## src/rtl/irrigation_ctrl.sv

```systemverilog
// irrigation_ctrl: tank inlet hysteresis, level alarm/error and zone sprinkle/drip sequencer; IRRIG_FILL_TIMEOUT_EN adds a latching fill timeout
module irrigation_ctrl #(
  parameter int NZONES       = 4,
  parameter int SPR_CYC      = 1000,
  parameter int DRIP_CYC     = 4000,
  parameter int FILL_TIMEOUT = 50000
) (
  input  logic                                         clk,
  input  logic                                         rst_n,
  input  logic                                         H,
  input  logic                                         M,
  input  logic                                         L,
  input  logic                                         Ua,
  input  logic                                         T,
  input  logic [NZONES-1:0]                            Us,
  output logic                                         Ve,
  output logic [NZONES-1:0]                            Bs,
  output logic [NZONES-1:0]                            Vs,
  output logic                                         Al,
  output logic                                         E,
  output logic [(NZONES > 1 ? $clog2(NZONES) : 1)-1:0] zone
);
  localparam int ZW   = NZONES > 1 ? $clog2(NZONES) : 1;
  localparam int RMAX = SPR_CYC > DRIP_CYC ? SPR_CYC : DRIP_CYC;
  localparam int TW   = $clog2(RMAX + 1);
  localparam int SW   = NZONES + 5;
  typedef enum logic [1:0] {IDLE, SPRINKLE, DRIP, PAUSE} state_t;
  state_t st, nxt;
  logic [SW-1:0] s1, s2;
  logic [1:0] rdy;
  logic h_s, m_s, l_s, ua_s, t_s;
  logic [NZONES-1:0] us_s;
  logic [ZW-1:0] ptr_n, inc;
  logic [TW-1:0] tmr, tmr_n;
  logic to_hit, e_n, al_n, ve_n, wet;
  assign {h_s, m_s, l_s, ua_s, t_s, us_s} = s2;
`ifdef IRRIG_FILL_TIMEOUT_EN
  localparam int FW = $clog2(FILL_TIMEOUT + 1);
  logic [FW-1:0] fill;
  logic to_l;
  always_ff @(posedge clk or negedge rst_n)
    if (!rst_n) begin
      fill <= '0;
      to_l <= 1'b0;
    end else if (rdy[1]) begin
      fill <= Ve ? fill + 1'b1 : '0;
      to_l <= to_hit;
    end
  assign to_hit = to_l | (Ve & (fill == FW'(FILL_TIMEOUT - 1)));
`else
  assign to_hit = 1'b0;
`endif
  always_comb begin
    e_n   = (h_s & ~m_s) | (m_s & ~l_s) | to_hit;
    al_n  = e_n | ~l_s;
    ve_n  = ~e_n & (~m_s | (Ve & ~h_s));
    wet   = us_s[zone];
    inc   = zone == ZW'(NZONES - 1) ? '0 : zone + 1'b1;
    nxt   = st;
    ptr_n = zone;
    tmr_n = tmr;
    case (st)
      IDLE:
        if (!al_n) begin
          if (wet) ptr_n = inc;
          else begin
            nxt   = (ua_s & t_s) ? DRIP : SPRINKLE;
            tmr_n = TW'(1);
          end
        end
      SPRINKLE, DRIP:
        if (al_n) begin
          nxt   = IDLE;
          tmr_n = '0;
        end else if (wet || tmr == (st == DRIP ? TW'(DRIP_CYC) : TW'(SPR_CYC))) begin
          nxt   = PAUSE;
          tmr_n = '0;
        end else tmr_n = tmr + 1'b1;
      default: begin
        nxt   = IDLE;
        ptr_n = inc;
      end
    endcase
  end
  always_ff @(posedge clk or negedge rst_n)
    if (!rst_n) begin
      s1   <= '0;
      s2   <= '0;
      rdy  <= '0;
      st   <= IDLE;
      zone <= '0;
      tmr  <= '0;
      Ve   <= 1'b0;
      Al   <= 1'b0;
      E    <= 1'b0;
      Bs   <= '0;
      Vs   <= '0;
    end else begin
      s1  <= {H, M, L, Ua, T, Us};
      s2  <= s1;
      rdy <= {rdy[0], 1'b1};
      if (rdy[1]) begin
        st   <= nxt;
        zone <= ptr_n;
        tmr  <= tmr_n;
        Ve   <= ve_n;
        Al   <= al_n;
        E    <= e_n;
        Bs   <= nxt == SPRINKLE ? NZONES'(1) << ptr_n : '0;
        Vs   <= nxt == DRIP ? NZONES'(1) << ptr_n : '0;
      end
    end
endmodule

```

## config.mk

```make
export PLATFORM = sky130hd
export DESIGN_NAME = irrigation_ctrl
export DESIGN_NICKNAME = d
export VERILOG_FILES = /design/src/rtl/irrigation_ctrl.sv
export SDC_FILE = /design/constraint.sdc
export NUM_CORES = 1
export LEC_CHECK = 0
export CAP_MARGIN = 0
export CORE_UTILIZATION = 30
export CTS_BUF_LIST = sky130_fd_sc_hd__clkbuf_16
export CTS_CLUSTER_SIZE = 24
export DETAILED_ROUTE_END_ITERATION = 12
export PLACE_DENSITY = 0.5
export SYNTH_ARGS = -nofsm -noshare
export SYNTH_HDL_FRONTEND = slang
export SYNTH_SLANG_ARGS = --single-unit
```

## constraint.sdc

```tcl
create_clock -name clk -period 2.6 [get_ports clk]
set_input_delay 0.65 -clock clk [delete_from_list [all_inputs] [get_ports clk]]
set_output_delay 0.65 -clock clk [all_outputs]
set_load 0.02 [all_outputs]
```

==> results of run 1 <==
-- cell type report --
type                            count  area (um^2)
Timing Repair Buffer               31        297.8
Multi-Input combinational cell    143        999.7
Inverter                           15        56.30
Fill cell                         717         4454
Tap cell                           99        123.9
Sequential cell                    47         1176
Clock inverter                      3        20.02
Clock buffer                        5        125.1
-- worst reg2reg max path: cells and delay by family (launching register included) --
| family | cells | cell delay [ns] |
|---|---|---|
| flops | 1 | 0.37 |
| mux | 1 | 0.64 |
| simple gates | 1 | 0.55 |
| compound gates | 3 | 0.59 |
-- layer usage --
layer	GRT usage	routed length, um	up-vias
met3	0.03078	150	5
met5	0	0	-
met2	0.2133	2192	29
met1	0.1821	2256	829
met4	0.03519	56	0
li1	-	-	839
-- what timing repair did --
item / CTS / global route
endpoints found under the setup margin: 0 / 1
hold buffers: 0 / 0
resized for setup: 0 / 1
-- metrics by stage --
step / power (W) / std cells / hold slack [ns] / util
2_1_floorplan: 0.001710 / 212 / 0.3312 / -
3_3_place_gp: 0.002097 / 335 / 0.3315 / 0.3655
3_5_place_dp: 0.002098 / 335 / 0.3347 / 0.3655
4_1_cts: 0.002737 / 343 / 0.3485 / 0.3855
5_1_grt: 0.002912 / 343 / 0.3531 / 0.3859
6_report: 0.002711 / 343 / 0.3413 / 0.3859
-- placed cells by master, fill, tap and decap left out, types with 3 or more instances in the layout --
| master | count |
|---|---|
| a21o_1 | 5 |
| a21oi_1 | 10 |
| a22o_1 | 5 |
| a31oi_1 | 4 |
| and3_1 | 5 |
| buf_4 | 7 |
| clkbuf_16 | 5 |
| clkdlybuf4s50_1 | 22 |
| dfrtp_1 | 47 |
| ha_1 | 5 |
| inv_1 | 15 |
| mux2_2 | 4 |
| nand2_1 | 18 |
| nand2b_1 | 5 |
| nand3_1 | 10 |
| nor2_1 | 12 |
| nor3_1 | 3 |
| nor4bb_1 | 3 |
| o21ai_0 | 11 |
| o32ai_1 | 4 |
| o41ai_1 | 4 |
-- synth_stat cells (all sizes together) (6+ instances only) --
cell type   n
a21oi      11
a22o        6
dfrtp      47
ha          6
inv        15
nand2      18
nand3      10
nor2       12
o21ai      12
-- cell families after synthesis --
| family | after synthesis | share of synthesized area |
|---|---|---|
| fa+ha+maj | 6 | 0.03320 |
| buf+inv | 22 | 0.03874 |
| simple gates | 67 | 0.1599 |
| mux | 7 | 0.03874 |
| compound gates | 62 | 0.2075 |
| other cells | 1 | 0.001659 |
| flops | 47 | 0.5202 |
-- worst paths after layout --
path	start	endpoint	cells after the start
min in group clk	s1[4]	s2[4]	0
max	zone[0]	Bs[2]	5
max reg2reg	zone[0]	Bs[2]	5
min reg2reg	s1[4]	s2[4]	0
max in group asynchronous	rst_n	s2[4]	2
min	rst_n	Bs[3]	1
-- report_power, final --
part	internal [W]	leakage, nW	switching (W)
Sequential	0.000838	0.590	0.0000793
Combinational	0.000507	0.524	0.000663
Clock	0.000354	0.0674	0.000269
Total	0.00170	1.18	0.00101
-- state kept, by name (all words and copies together), names as in the netlist --
register / cells
tmr: 12
s1: 9
s2: 9
Bs: 4
Vs: 4
rdy: 2
st: 2
zone: 2
Al: 1
E: 1
Ve: 1
==> flow_summary.json, run 1 <==
{
  "status": "completed",
  "die_area_um2": 7887,
  "final_area_um2": 2799,
  "syn_area_per_cell_um2": 10.66,
  "wl_per_cell_um": 13.57,
  "clock_skew_ns": 0.005686,
  "maxCapViolCount": 0,
  "cts_root_buf": "clkbuf_16",
  "dpl_cell_area_um2": 2651,
  "clk_pin_slew_ns": 0.06,
  "n_antenna_cell": 0,
  "io_pins": 24,
  "clk_path_buf_depth": 2,
  "drc": 0,
  "yosys.area.top_type": "dfrtp_1",
  "hold_class": "input port to async pin",
  "netlist_top_cells_area": "dfrtp_1 (52%), ha_1 (3.3%), nand2_1 (3.0%), inv_1 (2.5%), o21ai_0 (2.4%)",
  "start_util": 0.3117,
  "yosysSeqAreaShare": 0.5202,
  "worst_setup_path_start_kind": "flop",
  "tightest_slew_ns": 0.6176,
  "layout-drive-gt1-share": 0.1352,
  "synth.distinct_cells": 50,
  "synthCells": 212,
  "yosys_warnings": 0,
  "worstPathMaxFanout": 9,
  "yosys.area.top_type_share": 0.5202,
  "setup_violations": 0,
  "syn_nets": 229,
  "worst_slack_ns": 0.3149,
  "portBuffers": 23,
  "post_cts_buffers": 0,
  "power_leakage_nw": 1.181,
  "post-route-period-util": 0.8789,
  "grt_overflow": 0,
  "crit_chain": "mux4_2 -> or4_4 -> o211a_1 -> a21oi_1 -> o32ai_1",
  "critPathKind": "flop to flop",
  "dieWidth_um": 88.81,
  "power_density_nw_per_um2": 968.5,
  "hold_viol_final": 0,
  "synth_ff_type": "dfrtp_1",
  "fmax_mhz": 437.6,
  "num-nets-final": 260,
  "rsz0062_at_grt": "false",
  "synth-edff-count": 0,
  "cp.required_ns": 2.75,
  "grt_pass1_wl_mm": 7.990,
  "grt_pass1_vias": 1656,
  "syn-cell-area_um2": 2261,
  "gp_congestion": 0.7920,
  "max_stage_delay_ns": 0.64,
  "num_vias": 1702,
  "cts_tree": "yes",
  "ant_nets": 0,
  "cp_num_buf_inv": 0,
  "setup_tns_ns": 0,
  "chipHeight_um": 88.81,
  "drtPass1Iterations": 4,
  "slew_violations": 0,
  "synthArstFlopShare": 1.000,
  "min_period_ns": 2.285,
  "cts_buffers": 5,
  "cp_top_family": "multiplexers",
  "insertion_delay_ns": 0.28,
  "grt_max_degree": 27,
  "pre_cts_ws_ns": 0.2429,
  "clock-sinks": 47,
  "cp.arrival_ns": 2.43,
  "cp-end-kind": "flop",
  "first_iter_violations": 75,
  "ys_ff_latch": 47,
  "r2r_slack_ns": 0.31,
  "antenna_found_initial": 0,
  "dp_hpwl_mm": 3.364,
  "h-tree-depth": 2,
  "wl_mm": 4.656,
  "num_rows": 31,
  "core_region_area_um2": 7253,
  "area_growth_pct": 23.80,
  "vias_per_cell": 4.962,
  "peakVddDrop_v": 0.0003570,
  "crit_slowest_cell": "mux4_2",
  "slew_headroom": 0.5855,
  "grt_usage": 0.1334
}
(Power assumes the default switching activity.)
==> inputs of run 2 (changes only) <==
--- a/config.mk
+++ b/config.mk
@@ -6,11 +6,13 @@
 export NUM_CORES = 1
 export LEC_CHECK = 0
 export CAP_MARGIN = 0
+export CELL_PAD_IN_SITES_DETAIL_PLACEMENT = 1
+export CELL_PAD_IN_SITES_GLOBAL_PLACEMENT = 2
 export CORE_UTILIZATION = 30
 export CTS_BUF_LIST = sky130_fd_sc_hd__clkbuf_16
 export CTS_CLUSTER_SIZE = 24
 export DETAILED_ROUTE_END_ITERATION = 12
-export PLACE_DENSITY = 0.5
+export PLACE_DENSITY = 0.69
 export SYNTH_ARGS = -nofsm -noshare
 export SYNTH_HDL_FRONTEND = slang
 export SYNTH_SLANG_ARGS = --single-unit
==> run 2 against run 1 <==
Combinational power barely moved. Non-clock buffer count up 2. Die area stayed put. Critical path depth unchanged. Maximum frequency shrank 7.0%. Final cell count is 0.58% higher. Sequential share of layout area is 0.28 points lower. Hold slack worse by 0.017 ns. Flip-flop and latch count unchanged. Global-route usage grew 2.0 points.
==> flow_summary.json, run 2 (synthesis results as in run 1) <==
{
  "cp_top_family": "multiplexers",
  "intPower_w": 0.001736,
  "clk_pin_slew_ns": 0.07,
  "switching_share": 0.3820,
  "ctsHoldBuffers": 0,
  "crit_slowest_cell": "mux4_2",
  "finish.utilization": 0.3885,
  "grt_pass1_wl_mm": 9.011,
  "cp-end-kind": "flop",
  "io_pins": 24,
  "clkPwrFrac": 0.238,
  "clock-sinks": 47,
  "rsz0062_at_grt": "false",
  "slew_violations": 0,
  "switching_power_w": 0.001073,
  "n_antenna_cell": 0,
  "max_stage_delay_ns": 0.67,
  "slew_headroom": 0.5547,
  "seq_power_share": 0.335,
  "gp_congestion": 0.8365,
  "num_rows": 31,
  "num-nets-final": 262,
  "ant_nets": 0,
  "start_util": 0.3117,
  "drc": 0,
  "h-tree-depth": 2,
  "clock_skew_ns": 0.006567,
  "hold_viol_final": 0,
  "layout-drive-gt1-share": 0.1423,
  "combPwrFrac": 0.427,
  "grt_max_degree": 29,
  "power_leakage_nw": 1.200,
  "post_cts_buffers": 0,
  "post_cts_resized": 0,
  "wl_mm": 5.361,
  "cp.arrival_ns": 2.62,
  "vias_per_cell": 5.099,
  "grt_pass1_vias": 1750,
  "num_vias": 1759,
  "critPathKind": "flop to flop",
  "grt_usage": 0.1532,
  "die_area_um2": 7887,
  "portBuffers": 23,
  "worstPathMaxFanout": 9,
  "cts_buffers": 5,
  "setup_tns_ns": 0,
  "cts_tree": "yes",
  "maxCapViolCount": 0,
  "area_growth_pct": 24.63,
  "status": "completed",
  "fmax_mhz": 406.9,
  "largest_reg_flops": 12,
  "first_iter_violations": 94,
  "cp_num_buf_inv": 0,
  "min_period_ns": 2.457,
  "tightest_slew_ns": 0.6610,
  "post-route-period-util": 0.9451,
  "worst_setup_path_start_kind": "flop",
  "top_regs": "tmr: 12 flops, s1: 9 flops, s2: 9 flops",
  "grt_overflow": 0,
  "cp.required_ns": 2.76,
  "largest_register": "tmr",
  "final_area_um2": 2818,
  "layout_commonest_cell": "dfrtp_1",
  "dpl_cell_area_um2": 2666,
  "final_cell_mix": "dfrtp_1 (47), clkdlybuf4s50_1 (22), nand2_1 (18), inv_1 (15), nor2_1 (12)",
  "crit_chain": "mux4_2 -> or4_4 -> o211a_1 -> a21oi_1 -> o32ai_1",
  "hold_class": "input port to async pin",
  "peakVddDrop_v": 0.0003761,
  "dieWidth_um": 88.81,
  "drtPass1Iterations": 4,
  "clk_path_buf_depth": 2,
  "wl_per_cell_um": 15.54,
  "antenna_found_initial": 0,
  "setup_violations": 0,
  "core_region_area_um2": 7253,
  "insertion_delay_ns": 0.29,
  "chipHeight_um": 88.81,
  "cts_root_buf": "clkbuf_16",
  "r2r_slack_ns": 0.14,
  "dp_hpwl_mm": 3.797,
  "power_density_nw_per_um2": 996.9
}
run 2: final timing paths:
kind,start,end,cells past startpoint
setup / recovery,zone[0],Bs[2],5
hold / removal,rst_n,Bs[3],1
setup reg to reg,zone[0],Bs[2],5
hold reg to reg,rdy[0],rdy[1],0
max in group asynchronous,rst_n,s2[5],2
min in group clk,rdy[0],rdy[1],0
run 2: cell type report:
type                            count  area (um^2)
Inverter                           15        56.30
Sequential cell                    47         1176
Timing Repair Buffer               33        312.8
Tap cell                           99        123.9
Clock inverter                      3        26.28
Multi-Input combinational cell    143        997.2
Clock buffer                        5        125.1
Fill cell                         820         4436
run 2: power by group through the flow:
| stage | Sequential (W) | Clock, W | Combinational (W) |
|---|---|---|---|
| 2_1_floorplan | 0.00101 | 0 | 0.000695 |
| 3_3_place_gp | 0.000950 | 0 | 0.00119 |
| 3_5_place_dp | 0.000954 | 0 | 0.00119 |
| 4_1_cts | 0.000943 | 0.000692 | 0.00120 |
| 5_1_grt | 0.000961 | 0.000720 | 0.00132 |
| 6_report | 0.000942 | 0.000668 | 0.00120 |
run 2: stage by stage:
stage                     power [W]  hold WS (ns)  setup slack, ns  cells
after global routing       0.003001        0.3583         0.002480    345
final                      0.002809        0.3247           0.1427    345
after floorplan            0.001710        0.3312           0.2668    212
after CTS                  0.002838        0.3423           0.1306    345
after detailed placement   0.002148        0.3356           0.1552    337
after global placement     0.002138        0.3312           0.2182    337
run 2: routing by layer:
| metal | vias to the layer above | GRT usage | wire length (um) |
|---|---|---|---|
| met4 | 0 | 0.04985 | 69 |
| met1 | 889 | 0.2071 | 2661 |
| met3 | 4 | 0.04104 | 163 |
| met2 | 27 | 0.2385 | 2467 |
| met5 | - | 0 | 0 |
| li1 | 839 | - | - |
==> inputs of run 3 (changes only) <==
--- a/config.mk
+++ b/config.mk
@@ -8,11 +8,11 @@
 export CAP_MARGIN = 0
 export CELL_PAD_IN_SITES_DETAIL_PLACEMENT = 1
 export CELL_PAD_IN_SITES_GLOBAL_PLACEMENT = 2
-export CORE_UTILIZATION = 30
+export CORE_UTILIZATION = 36
 export CTS_BUF_LIST = sky130_fd_sc_hd__clkbuf_16
 export CTS_CLUSTER_SIZE = 24
 export DETAILED_ROUTE_END_ITERATION = 12
-export PLACE_DENSITY = 0.69
+export PLACE_DENSITY = 0.8
 export SYNTH_ARGS = -nofsm -noshare
 export SYNTH_HDL_FRONTEND = slang
 export SYNTH_SLANG_ARGS = --single-unit
==> run 3 against run 2 <==
Worst setup slack improved by 0.0034 ns. Routed wire length shrank 2.6%. Cell area is 2.0% lower. Global-route usage rose by 2.4 points. Register-to-register slack is essentially flat. Combinational power about the same. Sequential share of layout area grew 0.87 points. Largest power group unchanged.
==> flow_summary.json, run 3 (synthesis results as in run 1) <==
{
  "cp.required_ns": 2.76,
  "setup_violations": 0,
  "worstPathMaxFanout": 9,
  "fmax_mhz": 407.5,
  "antenna_found_initial": 0,
  "grt_overflow": 0,
  "wl_mm": 5.222,
  "cts_buffers": 5,
  "slew_violations": 0,
  "hold_viol_final": 0,
  "clock_skew_ns": 0.006145,
  "grt_pass1_wl_mm": 8.590,
  "start_util": 0.3774,
  "num_vias": 1766,
  "ant_nets": 0,
  "vias_per_cell": 5.536,
  "portBuffers": 23,
  "cts_root_buf": "clkbuf_16",
  "n_antenna_cell": 0,
  "wl_per_cell_um": 16.37,
  "drc": 0,
  "regArea_um2": 1176,
  "h-tree-depth": 2,
  "peakVddDrop_v": 0.0003764,
  "critPathKind": "flop to flop",
  "tightest_slew_ns": 0.6158,
  "maxCapViolCount": 0,
  "slew_headroom": 0.5851,
  "hold_class": "flop to flop",
  "power_density_nw_per_um2": 1006,
  "first_iter_violations": 117,
  "layout_commonest_cell": "dfrtp_1",
  "post_cts_resized": 0,
  "post-route-period-util": 0.9438,
  "largest_reg_flops": 12,
  "cts_tree": "yes",
  "cp.arrival_ns": 2.62,
  "top_regs": "tmr: 12 flops, s1: 9 flops, s2: 9 flops",
  "grt_max_degree": 48,
  "setup_tns_ns": 0,
  "rsz0062_at_grt": "false",
  "multi_input_area_um2": 997.2,
  "final_cell_mix": "dfrtp_1 (47), clkdlybuf4s50_1 (22), nand2_1 (18), inv_1 (15), nor2_1 (12)",
  "cp-end-kind": "flop",
  "grt_pass1_vias": 1733,
  "core_region_area_um2": 5991,
  "clk_path_buf_depth": 2,
  "chipHeight_um": 81.25,
  "dp_hpwl_mm": 3.636,
  "clock-sinks": 47,
  "num_rows": 28,
  "pre_cts_ws_ns": 0.1699,
  "num-nets-final": 260,
  "layout-drive-gt1-share": 0.1352,
  "ctsHoldBuffers": 0,
  "post_cts_buffers": 0,
  "min_period_ns": 2.454,
  "clk_pin_slew_ns": 0.07,
  "drtPass1Iterations": 4,
  "grt_usage": 0.1770,
  "fillCellCount": 664,
  "io_pins": 24,
  "worst_setup_path_start_kind": "flop",
  "gp_congestion": 0.8442,
  "power_leakage_nw": 1.185,
  "largest_register": "tmr",
  "die_area_um2": 6602,
  "insertion_delay_ns": 0.29,
  "area_growth_pct": 22.08,
  "status": "completed",
  "dieWidth_um": 81.25,
  "worst_slack_ns": 0.1460
}
[run 3: cell count changes in the layout (fill, tap and decap cells not counted), sizes merged]
cell,change
buf,-2
clkinv,+1
inv,-1
[run 3: per-stage QoR]
step                total power [W]    util  cell area, um^2  hold WS [ns]  cells
detailed placement         0.002130  0.4355             2609        0.3358    311
global placement           0.002115  0.4355             2609        0.3316    311
floorplan                  0.001710       -             2261        0.3312    212
global route               0.002950  0.4607             2760        0.3558    319
finish                     0.002777  0.4607             2760        0.3470    319
CTS                        0.002805  0.4607             2760        0.3509    319
[run 3: final timing paths]
check / from / endpoint / slack, ns / cells after the start
worst max-delay path: zone[0] / Bs[0] / 0.15 / 5
worst min-delay path: rdy[0] / rdy[1] / 0.35 / 0
worst max register to register: zone[0] / Bs[0] / 0.15 / 5
worst min register to register: rdy[0] / rdy[1] / 0.35 / 0
max in group asynchronous: rst_n / tmr[5] / 1.75 / 2
min in group asynchronous: rst_n / Bs[2] / 0.43 / 2
[run 3: layer usage]
layer | global-route usage | up-vias | part of all wire
met5 | 0 | - | 0
met4 | 0.09107 | 0 | 0.025
met3 | 0.03483 | 9 | 0.032
met2 | 0.2714 | 31 | 0.47
met1 | 0.2363 | 887 | 0.47
li1 | - | 839 | -
[run 3: layout make-up]
cell class                      count  share of cell area
Sequential cell                    47              0.4261
Multi-Input combinational cell    143              0.3613
Timing Repair Buffer               31              0.1034
Clock buffer                        5             0.04533
Tap cell                           75             0.03400
Inverter                           15             0.02040
Clock inverter                      3            0.009519
[run 3: critical path, cell delays in order, from the launching register on]
cell	delay, ns
dfrtp_1	0.49
mux4_2	0.67
or4_4	0.55
o211a_1	0.14
a21oi_1	0.32
o32ai_1	0.15
[run 3: power breakdown]
group	internal (W)	switching [W]	total (W)
Clock	0.000365	0.000294	0.000659
Sequential	0.000838	0.0000989	0.000937
Combinational	0.000519	0.000662	0.00118
